===== config.mk =====
export PLATFORM = sky130hd
export DESIGN_NAME = instruction_fetch
export DESIGN_NICKNAME = d
export VERILOG_FILES = /design/src/rtl/instruction_fetch.sv
export SDC_FILE = /design/constraint.sdc
export NUM_CORES = 1
export LEC_CHECK = 0
export ABC_AREA = 1
export CORE_AREA = 2 2 139 127
export CTS_CLUSTER_DIAMETER = 200
export DETAILED_ROUTE_END_ITERATION = 16
export DIE_AREA = 0 0 141 129
export GPL_TIMING_DRIVEN = 0
export PLACE_DENSITY = 0.85
export SLEW_MARGIN = 20
export SYNTH_ARGS = -nofsm -noshare
export SYNTH_HDL_FRONTEND = slang
export SYNTH_SLANG_ARGS = --single-unit

===== constraint.sdc =====
create_clock -name clk -period 8.6 [get_ports clk]
set_input_delay 2.58 -clock clk [delete_from_list [all_inputs] [get_ports clk]]
set_output_delay 2.58 -clock clk [all_outputs]
set_load 0.02 [all_outputs]

===== src/rtl/instruction_fetch.sv =====
// instruction_fetch: PC, one-outstanding fetch to instruction memory, 2-entry prefetch FIFO, IF->ID give/get, EX redirect flush.
module instruction_fetch #(
    parameter int                 BITSIZE      = 32,
    parameter logic [BITSIZE-1:0] RESET_VECTOR = '0
) (
    input  logic               clk,
    input  logic               resetn_i,
    output logic               IF_MEM_req_o,
    output logic [BITSIZE-1:0] IF_MEM_addr_o,
    input  logic               MEM_IF_ack_i,
    input  logic [31:0]        MEM_IF_data_i,
    output logic               IF_ID_give_o,
    input  logic               ID_IF_get_i,
    output logic [31:0]        IF_ID_instr_o,
    output logic [BITSIZE-1:0] IF_ID_pc_o,
    input  logic               EX_IF_branch_i,
    input  logic [BITSIZE-1:0] EX_IF_target_i
);
    typedef enum logic {FETCH, FLUSH} state_t;
    state_t state, state_nx;
    logic [BITSIZE-1:0] pc, tgt, tgt_al, load_val;
    logic [BITSIZE-1:0] fpc [2];
    logic [31:0] finstr [2];
    logic [1:0] cnt, cnt_mid, cnt_nx;
    logic ack_v, push, pop, redirect;
    assign tgt_al = EX_IF_target_i & ~BITSIZE'(3);
    assign IF_MEM_addr_o = pc;
    assign IF_ID_pc_o = cnt != 0 ? fpc[0] : '0;
    assign IF_ID_instr_o = cnt != 0 ? finstr[0] : '0;
    always_ff @(posedge clk)
        state <= !resetn_i ? FETCH : state_nx;
    // a branch that cannot complete now waits in FLUSH for the pending ack
    always_comb begin
        state_nx = state == FETCH
            ? ((EX_IF_branch_i && IF_MEM_req_o && !MEM_IF_ack_i) ? FLUSH : FETCH)
            : (ack_v ? FETCH : FLUSH);
    end
    always_comb begin
        ack_v        = IF_MEM_req_o && MEM_IF_ack_i;
        IF_ID_give_o = cnt != 0 && !EX_IF_branch_i;
        pop          = IF_ID_give_o && ID_IF_get_i;
        push         = ack_v && state == FETCH && !EX_IF_branch_i;
        redirect     = state == FETCH ? EX_IF_branch_i && (!IF_MEM_req_o || ack_v) : ack_v;
        load_val     = (state == FETCH || EX_IF_branch_i) ? tgt_al : tgt;
        cnt_mid      = cnt - 2'(pop);
        cnt_nx       = EX_IF_branch_i ? 2'd0 : cnt_mid + 2'(push);
    end
    always_ff @(posedge clk) begin
        if (!resetn_i) begin
            pc           <= RESET_VECTOR;
            cnt          <= '0;
            IF_MEM_req_o <= 1'b0;
        end else begin
            pc           <= redirect ? load_val : push ? pc + BITSIZE'(4) : pc;
            cnt          <= cnt_nx;
            IF_MEM_req_o <= cnt_nx != 2'd2;
        end
    end
    // shift-register FIFO: entry 0 is always the head
    always_ff @(posedge clk) begin
        tgt       <= EX_IF_branch_i ? tgt_al : tgt;
        fpc[0]    <= (push && cnt_mid == 2'd0) ? pc : pop ? fpc[1] : fpc[0];
        finstr[0] <= (push && cnt_mid == 2'd0) ? MEM_IF_data_i : pop ? finstr[1] : finstr[0];
        fpc[1]    <= (push && cnt_mid == 2'd1) ? pc : fpc[1];
        finstr[1] <= (push && cnt_mid == 2'd1) ? MEM_IF_data_i : finstr[1];
    end
endmodule


==> flow_metrics.py <==
metrics = {
    "synth": {
        "yosys.area.top_type": "edfxtp_1",
        "synth_common_cells": "nand2_1 (165), edfxtp_1 (154), nor2_1 (126)",
        "ys_types": 32,
        "synth_seq_cells": 188,
        "synth_edf_count": 154,
        "synth_cells": 851,
        "yosysWarningCount": 0,
        "synth_ff_type": "edfxtp_1",
        "synth_most_common_cell": "nand2_1",
        "yosysSeqAreaShare_pct": 61.8,
        "async_flop_share_pct": 0,
        "synth_top_cell_area_share_pct": 53.8,
        "synth.cell_area_mm2": 0.00859,
        "synthTopCellsByArea": "edfxtp_1 (54%), dfxtp_1 (7.9%), nand2_1 (7.2%)",
        "syn_avg_cell_area_um2": 10.1,
    },
    "power_and_ir_drop": {
        "p_seq_share_pct": 49.8,
        "intPower_mw": 1.61,
        "pwr-share-clk_pct": 37.4,
        "powerDensity_mw_per_mm2": 193,
        "p_leak_nw": 4.46,
        "combPwrFrac_pct": 12.8,
        "switching_share_pct": 25.0,
        "p_switching_uw": 536,
        "ir_worst_vdd_mv": 0.171,
    },
    "timing": {
        "setup_viol": 0,
        "tightest_slew_ns": 0.989,
        "maxSlewHeadroom_pct": 33.8,
        "hold_viol_final": 0,
        "slew_violations": 0,
        "fmax_ghz": 0.154,
        "min_period_over_period_pct": 75.5,
        "fin_skew_ns": 0.00532,
        "whs_ns": 0.523,
        "setup_tns_ns": 0,
        "grt_setup_unrepaired": "no",
        "period_needed_ns": 6.49,
    },
    "setup_path": {
        "reg2reg_setup_slack_ns": 5.16,
        "critPathLaunchType": "input pin",
        "cp.arrival_ns": 3.91,
        "path_class": "input pin to output pin",
        "worstSetupEndpointType": "output pin",
        "crit_fanout": 34,
        "r2r-start": "cnt[1]$_SDFF_PN0_",
        "startpoint": "EX_IF_branch_i",
        "worstPathRequired_ns": 6.02,
    },
    "status": {
        "outcome": "completed",
    },
    "clock_network": {
        "clkTransAtPathRegs_ns": 0.07,
        "insertion_delay_ns": 0.43,
        "h-tree-depth": 4,
        "hold_buffers": 0,
        "numClockSinks": 188,
        "cts_setup_buffers": 0,
        "cts_buffers": 17,
        "root_buffer": "clkbuf_16",
        "post_cts_resized": 0,
        "cts_tree": "built",
        "cts_buffer_depth": 2,
    },
    "detailed_routing": {
        "vias_per_cell": 5.31,
        "drtAntennaViolNets": 0,
        "drc": 0,
        "post_drt_wl_per_cell_um": 16.8,
        "drt_iter0_drc": 774,
        "drt-total-wl_um": 21200,
        "num_vias": 6687,
        "first_pass_iters": 5,
    },
    "die": {
        "boundaryPins": 167,
        "start_util_pct": 51.4,
        "die_w_um": 141,
        "core_region_area_mm2": 0.0167,
        "die_h_um": 129,
        "fp.dieArea_mm2": 0.0182,
        "rows": 45,
    },
    "place": {
        "hpwlAfterDp_um": 15700,
        "place_congestion": 0.923,
        "port_buffers": 160,
    },
    "cells_and_area": {
        "antenna_cells": 0,
        "seq_area_mm2": 0.00531,
        "syn2layout_area_growth_pct": 29.8,
        "multi_input_area_mm2": 0.00265,
        "drive_gt1_share_pct": 9.06,
        "num-fill-cells": 1254,
        "final_nets": 1107,
    },
    "global_route": {
        "antenna_found_initial": 0,
        "grt_pass1_vias": 6309,
        "grt_max_degree": 53,
        "grt-ovfl-total": 0,
        "track_usage_pct": 23.8,
        "grt_pass1_wl_um": 33100,
    },
    "job": {
        "drv_cap": 0,
    },
    "hold_path": {
        "worstHoldPathType": "register to register",
        "hold_start": "fpc[0][54]$_DFFE_PP_",
    },
}
==> final cells by class <==
class,instances,share of cell area [%]
Clock buffer,20,3.92
Sequential cell,188,47.6
Clock inverter,12,1.46
Multi-Input combinational cell,508,23.8
Timing Repair Buffer,163,15.0
Tap cell,211,2.37
Inverter,117,3.94
Buffer,41,1.95
==> logic make-up (layout without fill, tap and decap cells) <==
logic type | Yosys count | count (layout) | synth area share, %
other | 1 | 4 | 0.0437
buffers and inverters | 158 | 353 | 7.65
DFF | 188 | 188 | 61.8
muxes | 35 | 35 | 6.03
adders and majority gates | 2 | 2 | 0.291
and+or+nand+nor | 359 | 359 | 17.1
xor gates and xnor gates | 1 | 1 | 0.102
AOI/OAI and AO/OA | 107 | 107 | 7.01
==> path summary, 6_finish.rpt <==
check | end | cells past startpoint
min reg2reg | fpc[0][22]$_DFFE_PP_ | 2
min | fpc[0][22]$_DFFE_PP_ | 2
max | IF_ID_give_o | 3
max reg2reg | finstr[0][14]$_DFFE_PP_ | 10
==> layer usage <==
| metal | wire length, um | global-route usage (%) | vias to the layer above |
|---|---|---|---|
| met2 | 10200 | 40.5 | 356 |
| met3 | 1720 | 5.36 | 36 |
| met1 | 8890 | 30.3 | 3094 |
| li1 | - | - | 3201 |
| met5 | 0 | 0 | - |
| met4 | 445 | 8.59 | 0 |
==> critical path, stage by stage <==
cell             delay, ns
buf_2                 0.58
nor2_1                0.16
clkdlybuf4s50_1       0.59
==> cell usage in the layout, fill, tap and decap left out, drive strengths merged <==
cell type      count
nand2            165
clkdlybuf4s50    159
edfxtp           154
nor2             127
inv              120
o21ai             52
nand3             52
clkbuf            41
mux2              35
dfxtp             34
buf               24
a21oi             20
o22ai             14
nor3              11
o211ai             8
a31oi              6
a211oi             5
conb               4
clkinv             4
bufinv             3
and2               2
ha                 2
clkinvlp           2
xnor2              1
or2                1
nand4              1
o31ai              1
o2111a             1
==> registers in the layout (all words and copies together) (netlist names) <==
register / cells
finstr: 64
IF_MEM_addr_o: 30
IF_MEM_req_o: 1
tgt: 30
fpc: 60
cnt: 2
state: 1
==> through the flow <==
step,std cells,worst slack (ns),instance area (um2),utilization (%),total power [mW]
floorplan,854,1.51,8600,-,1.22
global placement,1225,-1.22,10500,62.6,1.35
detailed placement,1228,2.12,10600,63.1,1.36
CTS,1260,2.11,11100,66.7,2.15
global route,1260,2.04,11100,66.7,2.22
finish,1260,2.11,11100,66.7,2.15
==> power by group through the flow <==
stage	sequential (mW)	combinational (mW)	clock, mW
floorplan	1.10	0.126	0
global placement	1.09	0.262	0
detailed placement	1.09	0.271	0
CTS	1.07	0.273	0.812
global route	1.07	0.297	0.847
finish	1.07	0.275	0.803
(Power assumes the default switching activity.)
